File: config.mk
export PLATFORM = sky130hd
export DESIGN_NAME = ram_arbiter_flat
export DESIGN_NICKNAME = d
export VERILOG_FILES = /design/src/rtl/ram_arbiter_pkg.sv /design/src/rtl/ram_arbiter_if.sv /design/src/rtl/ram_arbiter_arb.sv /design/src/rtl/ram_arbiter.sv /design/src/flat_wrapper.sv
export SDC_FILE = /design/constraint.sdc
export NUM_CORES = 1
export LEC_CHECK = 0
export CORE_UTILIZATION = 42
export DETAILED_ROUTE_END_ITERATION = 16
export PLACE_DENSITY = 0.83
export SETUP_SLACK_MARGIN = 0.15
export SYNTH_ARGS = -nofsm -noshare
export SYNTH_HDL_FRONTEND = slang
export SYNTH_SLANG_ARGS = --single-unit
File: constraint.sdc
create_clock -name clk -period 4.7 [get_ports clk]
set_input_delay 0.705 -clock clk [delete_from_list [all_inputs] [get_ports clk]]
set_output_delay 0.705 -clock clk [all_outputs]
set_load 0.1 [all_outputs]
File: src/rtl/ram_arbiter_pkg.sv
// subleq_pkg: shared FSM encoding, port indices and timing default for the RAM arbiter
package subleq_pkg;
  typedef enum logic [1:0] {IDLE, SETUP, ACCESS, DONE} arb_state_t;
  localparam logic PORT_CPU = 1'b0;
  localparam logic PORT_HOST = 1'b1;
  localparam int WAIT_CYC_DEF = 1;
endpackage

File: src/rtl/ram_arbiter_if.sv
// ram_arbiter_if: requester ports, arbiter status and RAM pins of the two-port arbiter
interface ram_arbiter_if;
  logic cpu_req, host_req, cpu_we, host_we, host_lock;
  logic [7:0] cpu_adr, host_adr, cpu_wdat, host_wdat;
  logic cpu_gnt, host_gnt, cpu_ack, host_ack;
  logic [7:0] rdat, ram_adr, ram_wdat, ram_rdat;
  logic ram_ena, ram_ope, ram_ctl;
  modport master (
    output cpu_req, host_req, cpu_we, host_we, host_lock, cpu_adr, host_adr, cpu_wdat, host_wdat, ram_rdat,
    input cpu_gnt, host_gnt, cpu_ack, host_ack, rdat, ram_adr, ram_wdat, ram_ena, ram_ope, ram_ctl
  );
  modport slave (
    input cpu_req, host_req, cpu_we, host_we, host_lock, cpu_adr, host_adr, cpu_wdat, host_wdat, ram_rdat,
    output cpu_gnt, host_gnt, cpu_ack, host_ack, rdat, ram_adr, ram_wdat, ram_ena, ram_ope, ram_ctl
  );
endinterface

File: src/rtl/ram_arbiter_arb.sv
// arb_rr2: two-way round-robin pick with host lock override
module arb_rr2
  import subleq_pkg::*;
(
  input  logic [1:0] req,
  input  logic       lock,
  input  logic       last,
  output logic       winner
);
  // lock forces the host; a tie goes to the port not granted last
  always_comb
    winner = lock ? PORT_HOST : (req[0] & req[1]) ? ~last : req[1] ? PORT_HOST : PORT_CPU;
endmodule

File: src/rtl/ram_arbiter.sv
// ram_arbiter: two-port RAM arbiter with setup/strobe/done access sequencing
module ram_arbiter
  import subleq_pkg::*;
#(
  parameter int WAIT_CYC = WAIT_CYC_DEF
) (
  input logic clk,
  input logic res,
  ram_arbiter_if.slave bus
);
  arb_state_t state, state_nx;
  logic owner, we, ptr, winner, req_any, last_cyc;
  logic [2:0] cnt;
  assign req_any = bus.host_req | (bus.cpu_req & ~bus.host_lock);
  assign last_cyc = cnt == 3'(WAIT_CYC - 1);
  arb_rr2 u_arb (
    .req({bus.host_req, bus.cpu_req}),
    .lock(bus.host_lock),
    .last(~ptr),
    .winner(winner)
  );
  // state register
  always_ff @(posedge clk or posedge res)
    if (res) state <= IDLE;
    else state <= state_nx;
  // next state: fixed sequence, only IDLE looks at requests
  always_comb
    state_nx = state == IDLE   ? (req_any ? SETUP : IDLE) :
               state == SETUP  ? ACCESS :
               state == ACCESS ? (last_cyc ? DONE : ACCESS) : IDLE;
  // grant latch, address/data capture, strobe counter and read capture
  always_ff @(posedge clk or posedge res)
    if (res) begin
      owner <= PORT_CPU;
      we <= 1'b0;
      ptr <= PORT_CPU;
      cnt <= '0;
      bus.ram_adr <= '0;
      bus.ram_wdat <= '0;
      bus.rdat <= '0;
    end else begin
      if (state == IDLE && req_any) begin
        owner <= winner;
        ptr <= ~winner;
        we <= winner == PORT_HOST ? bus.host_we : bus.cpu_we;
        bus.ram_adr <= winner == PORT_HOST ? bus.host_adr : bus.cpu_adr;
        bus.ram_wdat <= winner == PORT_HOST ? bus.host_wdat : bus.cpu_wdat;
      end
      cnt <= state == ACCESS ? cnt + 3'd1 : '0;
      if (state == ACCESS && last_cyc && !we) bus.rdat <= bus.ram_rdat;
    end
  // RAM strobes, grants and acks decoded from state
  always_comb begin
    bus.ram_ena = state != IDLE;
    bus.ram_ope = !(state == ACCESS && !we);
    bus.ram_ctl = !(state == ACCESS && we);
    bus.cpu_gnt = state != IDLE && owner == PORT_CPU;
    bus.host_gnt = state != IDLE && owner == PORT_HOST;
    bus.cpu_ack = state == DONE && owner == PORT_CPU;
    bus.host_ack = state == DONE && owner == PORT_HOST;
  end
endmodule

File: src/flat_wrapper.sv
// flat-port wrapper written by rule: the top's interface ports become plain ports
module ram_arbiter_flat import subleq_pkg::*;
#(
  parameter int WAIT_CYC = WAIT_CYC_DEF
)
  (clk, res, bus_cpu_req, bus_host_req, bus_cpu_we, bus_host_we, bus_host_lock, bus_cpu_adr, bus_host_adr, bus_cpu_wdat, bus_host_wdat, bus_ram_rdat, bus_cpu_gnt, bus_host_gnt, bus_cpu_ack, bus_host_ack, bus_rdat, bus_ram_adr, bus_ram_wdat, bus_ram_ena, bus_ram_ope, bus_ram_ctl);
  ram_arbiter_if bus_i ();
  input logic clk;
  input logic res;
  input wire logic [$bits(bus_i.cpu_req)-1:0] bus_cpu_req;
  input wire logic [$bits(bus_i.host_req)-1:0] bus_host_req;
  input wire logic [$bits(bus_i.cpu_we)-1:0] bus_cpu_we;
  input wire logic [$bits(bus_i.host_we)-1:0] bus_host_we;
  input wire logic [$bits(bus_i.host_lock)-1:0] bus_host_lock;
  input wire logic [$bits(bus_i.cpu_adr)-1:0] bus_cpu_adr;
  input wire logic [$bits(bus_i.host_adr)-1:0] bus_host_adr;
  input wire logic [$bits(bus_i.cpu_wdat)-1:0] bus_cpu_wdat;
  input wire logic [$bits(bus_i.host_wdat)-1:0] bus_host_wdat;
  input wire logic [$bits(bus_i.ram_rdat)-1:0] bus_ram_rdat;
  output wire logic [$bits(bus_i.cpu_gnt)-1:0] bus_cpu_gnt;
  output wire logic [$bits(bus_i.host_gnt)-1:0] bus_host_gnt;
  output wire logic [$bits(bus_i.cpu_ack)-1:0] bus_cpu_ack;
  output wire logic [$bits(bus_i.host_ack)-1:0] bus_host_ack;
  output wire logic [$bits(bus_i.rdat)-1:0] bus_rdat;
  output wire logic [$bits(bus_i.ram_adr)-1:0] bus_ram_adr;
  output wire logic [$bits(bus_i.ram_wdat)-1:0] bus_ram_wdat;
  output wire logic [$bits(bus_i.ram_ena)-1:0] bus_ram_ena;
  output wire logic [$bits(bus_i.ram_ope)-1:0] bus_ram_ope;
  output wire logic [$bits(bus_i.ram_ctl)-1:0] bus_ram_ctl;
  assign bus_i.cpu_req = bus_cpu_req;
  assign bus_i.host_req = bus_host_req;
  assign bus_i.cpu_we = bus_cpu_we;
  assign bus_i.host_we = bus_host_we;
  assign bus_i.host_lock = bus_host_lock;
  assign bus_i.cpu_adr = bus_cpu_adr;
  assign bus_i.host_adr = bus_host_adr;
  assign bus_i.cpu_wdat = bus_cpu_wdat;
  assign bus_i.host_wdat = bus_host_wdat;
  assign bus_i.ram_rdat = bus_ram_rdat;
  assign bus_cpu_gnt = bus_i.cpu_gnt;
  assign bus_host_gnt = bus_i.host_gnt;
  assign bus_cpu_ack = bus_i.cpu_ack;
  assign bus_host_ack = bus_i.host_ack;
  assign bus_rdat = bus_i.rdat;
  assign bus_ram_adr = bus_i.ram_adr;
  assign bus_ram_wdat = bus_i.ram_wdat;
  assign bus_ram_ena = bus_i.ram_ena;
  assign bus_ram_ope = bus_i.ram_ope;
  assign bus_ram_ctl = bus_i.ram_ctl;
  ram_arbiter #(.WAIT_CYC(WAIT_CYC)) u_core (.clk(clk), .res(res), .bus(bus_i));
endmodule
==> qor.csv, run 1 <==
metric;value;unit
number of synthesized flops with an enable pin;0;
Reg-to-Reg End;u_core.bus.ram_wdat[3];
H-tree levels;2;
CP max stage delay;1150;ps
Final Cell Area;2340;um^2
share of layout cells above drive strength 1;0.126;
area post-placement;2280;um^2
count of cell types in the netlist;21;
post-synthesis async set-or-reset flop share;1.00;
DP HPWL;2.63;mm
area fraction of the dominant cell type after synthesis;0.533;
initial antenna violation count;0;
Yosys Warn Count;0;
worst hold slack;480;ps
fmax;328;MHz
clock-pin slew on the worst setup and hold paths;90;ps
outcome;complete, no violations;
cells on worst reg2reg path;5;
DIE AREA;3820;um^2
clock root cell;clkbuf_4;
wire length per cell;15.0;um
Layout area overhead;56.1;%
RR Startpoint;u_core.state[0];
final period utilization;0.649;
Die W;61.8;um
PostCTS Resize Cnt;0;
Worst EP required;3990;ps
final hold violation count;0;
routability cong.;0.717;
1st-iter DRT viols;37;
crit path DAT;2350;ps
Setup violations, final;0;
final net count;250;
core area;3390;um^2
reg2reg setup slack;2890;ps
Initial Utilization;0.443;
clock latency on the worst-skew pair;330;ps
io pins;78;
Clock Sink Count;32;
cell taking the most area after synthesis;dfrtp_1;
Worst Skew;3.97;ps
Post-Synthesis Cells;118;
Die Ht;61.8;um
largest net degree at the start of global routing;33;
crit-path max FO;6;
CP startpoint kind;flop;
most frequent cells after synthesis;dfrtp_1 (32), nor3b_1 (17), a221o_1 (9);
ranking of synthesized cells by area;dfrtp_1 (53%), nor3b_1 (8.5%), a221o_1 (6.0%), a221o_2 (6.0%), mux2_2 (6.0%);
TNS Setup;0;ps
CP endpoint;bus_ram_ope;
Final ANT Viol Nets;0;
Max Slew Vio Count;0;
RSZ-0062 raised after global routing;false;
TritonCTS clock tree;yes;
Syn Nets;171;
class of the worst hold path;reg2reg;
remaining global-route overflow;0;
num rows;21;
Tmin final;3050;ps
DRT Pass-1 Iters;4;
Slowest cell on crit path;clkdlybuf4s50_1;
Slew @ Worst Pin;1230;ps
first-pass GRT wire length;5.35;mm
fillers;243;
WS Path Type;reg2out;
cts bufs inserted;5;
Post-CTS Setup Inserts;0;
number of global-route vias before repair;1186;
crit end category;output pin;
vias per inst;5.08;
post-synthesis sequential area ratio;0.533;
ant diodes;0;
Syn Area/Cell;12.7;um^2
critical path, cell by cell;inv_1 -> ha_1 -> nand2b_1 -> clkdlybuf4s50_1;
Synth Cell Area;1500;um^2
Yosys reg bits;32;
# hold bufs at CTS;0;
clock buffer depth;2;
max_cap viols;0;
final wirelength;3.66;mm
critical path launch point;u_core.state[0];
most common cell in the netlist;dfrtp_1;
DR vias;1239;
headroom to the max-slew limit;0.177;
count of input and output buffers;77;
Top FF cell, synth;dfrtp_1;
# DRC;0;
All-Layer GR Usage;0.201;
## stage by stage
step | setup slack (ps) | std cells | util
after global placement | 2040 | 236 | 0.674
after floorplan | 2060 | 118 | -
after detailed placement | 1990 | 236 | 0.674
after global routing | 1550 | 244 | 0.691
after CTS | 1630 | 244 | 0.691
final | 1650 | 244 | 0.691
## worst min-delay path by stage
stage                  startpoint            end  cells after the start
floorplan           u_core.cnt[0]  u_core.cnt[0]                      1
global placement    u_core.cnt[0]  u_core.cnt[0]                      1
detailed placement  u_core.cnt[0]  u_core.cnt[0]                      1
CTS                 u_core.cnt[0]  u_core.cnt[0]                      1
global route        u_core.cnt[0]  u_core.cnt[0]                      1
finish              u_core.cnt[0]  u_core.cnt[0]                      1
## worst max-delay path: cells and delay by family, from the launching register on
kind / cells / cell delay, ps
buffers and inverters: 2 / 1230
adder cells (fa/ha/maj): 1 / 250
AND/OR/NAND/NOR: 1 / 150
flip-flops: 1 / 380
## cell type report
type | count | area (um^2) | share of cell area
sequential | 32 | 801 | 0.342
timing repair buffer | 78 | 778 | 0.332
multi-input combinational | 72 | 618 | 0.264
clock buffer | 8 | 58.8 | 0.0251
tap | 46 | 57.6 | 0.0246
inverter | 8 | 30.0 | 0.0128
## layout by cell type (no fill, tap or decap), drive strengths merged, types with 3 or more instances in the layout
cell,n
clkdlybuf4s50,77
ha,6
and2,3
clkbuf,8
nor2b,3
inv,8
dfrtp,32
nor2,5
mux2,8
nor3b,18
nand2,4
a221o,17
## cell families (layout without fill, tap and decap cells)
kind of cell | after synthesis | after routing | share of synthesized area
xor gates and xnor gates | 1 | 1 | 0.00583
AOI/OAI and AO/OA | 21 | 21 | 0.133
buffers and inverters | 14 | 94 | 0.0550
adders and majority gates | 6 | 6 | 0.0500
and+or+nand+nor | 36 | 36 | 0.162
muxes | 8 | 8 | 0.0600
DFF | 32 | 32 | 0.533
## sequential cells by signal, indices dropped and copies added (netlist names)
signal	count
u_core.owner	1
u_core.we	1
u_core.bus.ram_adr	8
u_core.bus.ram_wdat	8
u_core.ptr	1
u_core.bus.rdat	8
u_core.state	2
u_core.cnt	3
## layer usage
metal | vias to the layer above | routed length, um | global-route usage | share of wire
li1 | 584 | - | - | -
met1 | 593 | 1580 | 0.241 | 0.43
met2 | 55 | 1760 | 0.339 | 0.48
met3 | 7 | 268 | 0.0559 | 0.073
met4 | 0 | 52 | 0.0857 | 0.014
met5 | - | 0 | 0 | 0
Power of run 1 is not shown: default switching activity piles up to over one toggle a cycle in this logic, so the estimate is an artifact.
==> run 2, diff against run 1 <==
--- a/config.mk
+++ b/config.mk
@@ -5,9 +5,9 @@
 export SDC_FILE = /design/constraint.sdc
 export NUM_CORES = 1
 export LEC_CHECK = 0
-export CORE_UTILIZATION = 42
+export CORE_UTILIZATION = 35
 export DETAILED_ROUTE_END_ITERATION = 16
-export PLACE_DENSITY = 0.83
+export PLACE_DENSITY = 0.74
 export SETUP_SLACK_MARGIN = 0.15
 export SYNTH_ARGS = -nofsm -noshare
 export SYNTH_HDL_FRONTEND = slang
==> constraint.sdc (replaced) <==
create_clock -name clk -period 2.8 [get_ports clk]
set_input_delay 0.42 -clock clk [delete_from_list [all_inputs] [get_ports clk]]
set_output_delay 0.42 -clock clk [all_outputs]
set_load 0.1 [all_outputs]
==> run 2 against run 1 <==
Net effect:
- critical path depth unchanged
- register-to-register slack got worse by 1900 ps
- clock skew is 2.0 ps higher
- via count grew 0.65%
- routed wire length fell by 3.9%
- die area is 19% higher
- global-route usage is 2.9 points lower
- cell count grew 2.5%
- core utilization down 11 points
==> qor.csv, run 2 (same netlist as run 1, synthesis figures left out) <==
metric;value;unit;change
routability cong.;0.790;;was 0.717
Tmin final;1900;ps;
core area;4060;um^2;was 3390 um^2
crit path DAT;1480;ps;was 2350 ps
clock latency on the worst-skew pair;290;ps;was 330 ps
clock-pin slew on the worst setup and hold paths;60;ps;was 90 ps
headroom to the max-slew limit;0.529;;was 0.177
Layout area overhead;56.8;%;was 56.1%
placed cell count;242;;was 236
fmax;528;MHz;
Die W;67.5;um;was 61.8 um
DR vias;1247;;was 1239
crit-path max FO;6;;unchanged
All-Layer GR Usage;0.172;;was 0.201
Final ANT Viol Nets;0;;unchanged
# hold bufs at CTS;0;;unchanged
RSZ-0062 raised after global routing;false;;unchanged
initial antenna violation count;0;;unchanged
final wirelength;3.52;mm;was 3.66 mm
Post-CTS Setup Inserts;0;;unchanged
TritonCTS clock tree;yes;;unchanged
DRT Pass-1 Iters;4;;unchanged
DP HPWL;2.68;mm;was 2.63 mm
top layer in use;met4;;unchanged
CP startpoint kind;flop;;unchanged
max_cap viols;0;;unchanged
count of input and output buffers;77;;unchanged
Die Ht;67.5;um;was 61.8 um
PostCTS Resize Cnt;0;;unchanged
wire length per cell;14.1;um;was 15.0 um
cells on worst reg2reg path;4;;was 5
Clock Sink Count;32;;unchanged
largest net degree at the start of global routing;33;;unchanged
Worst EP required;2380;ps;was 3990 ps
Slew @ Worst Pin;706;ps;was 1230 ps
area post-placement;2230;um^2;was 2280 um^2
crit end category;output pin;;unchanged
clock root cell;clkbuf_8;;was clkbuf_4
share of layout cells above drive strength 1;0.300;;was 0.126
vias per inst;4.99;;was 5.08
most common cell after layout, fill and taps aside;clkdlybuf4s50_1;;unchanged
# DRC;0;;unchanged
class of the worst hold path;reg2reg;;unchanged
final net count;252;;was 250
WL met2;1.72;mm;was 1.76 mm
Final Cell Area;2350;um^2;was 2340 um^2
DIE AREA;4560;um^2;was 3820 um^2
Max Slew Vio Count;0;;unchanged
Worst Skew;5.96;ps;was 3.97 ps
final period utilization;0.677;;
1st-iter DRT viols;55;;was 37
io pins;78;;unchanged
Top Registers;u_core.bus.ram_adr (8), u_core.bus.ram_wdat (8), u_core.bus.rdat (8);;unchanged
Initial Utilization;0.370;;was 0.443
num rows;23;;was 21
WL met1;1.43;mm;was 1.58 mm
remaining global-route overflow;0;;unchanged
cts bufs inserted;5;;unchanged
TNS Setup;0;ps;unchanged
Worst Hold Path Cells;1;;unchanged
first-pass GRT wire length;5.53;mm;was 5.35 mm
Setup violations, final;0;;unchanged
H-tree levels;2;;unchanged
met3 WL;252;um;was 268 um
number of global-route vias before repair;1231;;was 1186
clock buffer depth;2;;unchanged
commonest cells after routing, fill and taps aside;clkdlybuf4s50_1 (46), buf_4 (34), dfrtp_1 (32);;was clkdlybuf4s50_1 (77), dfrtp_1 (32), nor3b_1 (17)
outcome;complete, no violations;;unchanged
non-filler instance count after layout;250;;was 244
final hold violation count;0;;unchanged
ant diodes;0;;unchanged
WS Path Type;reg2out;;unchanged
run 2: stage by stage:
stage	util	hold WS [ps]	setup WS (ps)
6_report	0.580	458	905
5_1_grt	0.580	502	789
4_1_cts	0.580	465	880
3_5_place_dp	0.549	455	714
3_3_place_gp	0.549	444	773
2_1_floorplan	-	431	442
run 2: area by class of cell:
type	instances	area, um^2
repair buffers	80	716
flip-flops and latches	32	801
fillers	343	1700
clock buffers	7	96.3
clock inverters	1	30.0
well taps	50	62.6
multi-input cells	72	618
inverters	8	30.0
run 2: final timing paths:
| check | start | endpoint | slack [ps] |
|---|---|---|---|
| worst max-delay path | u_core.state[0] | bus_ram_ope | 900 |
| worst min-delay path | u_core.cnt[0] | u_core.cnt[0] | 460 |
| worst max register to register | u_core.state[0] | u_core.bus.ram_wdat[6] | 1020 |
| worst min register to register | u_core.cnt[0] | u_core.cnt[0] | 460 |
| max in group asynchronous | res | u_core.state[0] | 2000 |
| min in group asynchronous | res | u_core.bus.rdat[1] | 510 |
run 2: worst max-delay path: stages (launching register included):
cell and delay [ps]:
dfrtp_1 370, inv_1 70, ha_1 260, nand2b_1 160, buf_4 320
run 2: routing by layer:
layer / global-route usage / up-vias
met2: 0.282 / 54
met1: 0.191 / 594
met3: 0.0642 / 10
met5: 0 / -
met4: 0.0931 / 0
li1: - / 589
Power of run 2 is left out for the same reason.
==> run 3, diff against run 2 <==
==> constraint.sdc (replaced) <==
create_clock -name clk -period 1.7 [get_ports clk]
set_input_delay 0.255 -clock clk [delete_from_list [all_inputs] [get_ports clk]]
set_output_delay 0.255 -clock clk [all_outputs]
set_load 0.1 [all_outputs]
==> run 3 against run 2 <==
Net effect:
- sequential share of layout area is 6.1 points lower
- register-to-register slack got worse by 860 ps
- die area stayed put
- cell count increased by 3.2%
- hold slack worse by 110 ps
- final area increased by 22%
- global-route usage rose by 2.7 points
- non-clock buffer count rose by 8
==> qor.csv, run 3 (same netlist as run 1, synthesis figures left out) <==
metric;value;unit;change
number of global-route vias before repair;1334;;was 1231
Setup violations, final;0;;unchanged
H-tree levels;2;;unchanged
most common cell after layout, fill and taps aside;clkdlybuf4s50_1;;unchanged
final hold violation count;0;;unchanged
crit-path max FO;4;;was 6
core area;4060;um^2;unchanged
commonest cells after routing, fill and taps aside;clkdlybuf4s50_1 (46), buf_12 (34), dfrtp_1 (32);;was clkdlybuf4s50_1 (46), buf_4 (34), dfrtp_1 (32)
final wirelength;4.13;mm;was 3.52 mm
io pins;78;;unchanged
share of layout cells above drive strength 1;0.385;;was 0.300
Slew @ Worst Pin;404;ps;was 706 ps
clock-pin slew on the worst setup and hold paths;70;ps;was 60 ps
remaining global-route overflow;0;;unchanged
All-Layer GR Usage;0.199;;was 0.172
CP startpoint kind;flop;;unchanged
final core utilization;0.707;;was 0.580
headroom to the max-slew limit;0.731;;was 0.529
max_cap viols;0;;unchanged
RSZ-0062 raised after global routing;true;;was false
worst hold slack;349;ps;was 458 ps
# DRC;0;;unchanged
Layout area overhead;91.2;%;was 56.8%
Max Slew Vio Count;0;;unchanged
Clock Sink Count;32;;unchanged
DR vias;1295;;was 1247
Worst EP required;1440;ps;was 2380 ps
fmax;632;MHz;
Final ANT Viol Nets;0;;unchanged
DIE AREA;4560;um^2;unchanged
final period utilization;0.930;;
initial antenna violation count;0;;unchanged
clock root cell;clkbuf_8;;unchanged
DRT Pass-1 Iters;4;;unchanged
largest net degree at the start of global routing;33;;unchanged
vias per inst;5.02;;was 4.99
area post-placement;2710;um^2;was 2230 um^2
outcome;complete, no violations;;unchanged
routability cong.;0.719;;was 0.790
Worst Skew;7.20;ps;was 5.96 ps
Die Ht;67.5;um;unchanged
Initial Utilization;0.370;;unchanged
1st-iter DRT viols;60;;was 55
first-pass GRT wire length;6.47;mm;was 5.53 mm
class of the worst hold path;in2async;;was reg2reg
fillers;276;;was 343
final net count;260;;was 252
Final Cell Area;2870;um^2;was 2350 um^2
crit path DAT;1330;ps;was 1480 ps
Tmin final;1580;ps;
wire length per cell;16.0;um;was 14.1 um
Top Registers;u_core.bus.ram_adr (8), u_core.bus.ram_wdat (8), u_core.bus.rdat (8);;unchanged
clock buffer depth;2;;unchanged
count of input and output buffers;77;;unchanged
WS Path Type;reg2out;;unchanged
ant diodes;0;;unchanged
clock latency on the worst-skew pair;290;ps;about the same
DP HPWL;3.03;mm;was 2.68 mm
cts bufs inserted;5;;unchanged
Die W;67.5;um;unchanged
TritonCTS clock tree;yes;;unchanged
crit end category;output pin;;unchanged
num rows;23;;unchanged
## run 3: cell types whose count changed in the layout (fill, tap and decap cells not counted), sizes merged
cell and delta:
clkbuf -2, bufinv -1, buf +8, clkinv +3
## run 3: worst paths after layout
kind / endpoint / start / cells after the start / slack [ps]
hold reg to reg: u_core.cnt[0] / u_core.cnt[0] / 1 / 470
setup / recovery: bus_host_gnt / u_core.state[0] / 5 / 120
setup reg to reg: u_core.bus.ram_adr[7] / u_core.state[0] / 6 / 160
min in group clk: u_core.cnt[0] / u_core.cnt[0] / 1 / 470
max in group asynchronous: u_core.bus.ram_adr[2] / res / 3 / 1050
hold / removal: u_core.bus.ram_wdat[2] / res / 3 / 350
## run 3: layout make-up
type                       count  area, um^2  share of cell area
multi-input combinational     72         681               0.237
sequential                    32         801               0.279
clock inverter                 3        18.8             0.00654
timing repair buffer          88        1210               0.421
clock buffer                   5        68.8              0.0240
inverter                       8        30.0              0.0105
tap                           50        62.6              0.0218
## run 3: timing repair
action,4_1_cts,5_1_grt
hold buffers,0,0
pin swaps,3,0
resized for setup,11,2
setup endpoints to repair,13,7
buffers inserted,2,2
## run 3: critical path, cell delays in order, from the launching register on
cell and delay, ps:
dfrtp_1 380, inv_2 80, ha_4 170, buf_6 130
nor2_4 100, buf_12 180
## run 3: stage by stage
stage                     worst slack (ps)  instances  setup TNS [ps]
after floorplan                      -49.9        118           -99.8
after global placement                34.1        246               0
after detailed placement             -27.8        246            -121
after CTS                              134        256               0
after global routing                  68.7        258               0
final                                  119        258               0
## run 3: per-layer routing
layer / vias up / GRT usage / wire (um) / share of wire
li1: 608 / - / - / -
met1: 631 / 0.224 / 1540 / 0.37
met2: 51 / 0.344 / 2250 / 0.54
met3: 5 / 0.0693 / 286 / 0.069
met4: 0 / 0.0718 / 55 / 0.013
met5: - / 0 / 0 / 0
Power of run 3 is left out for the same reason.
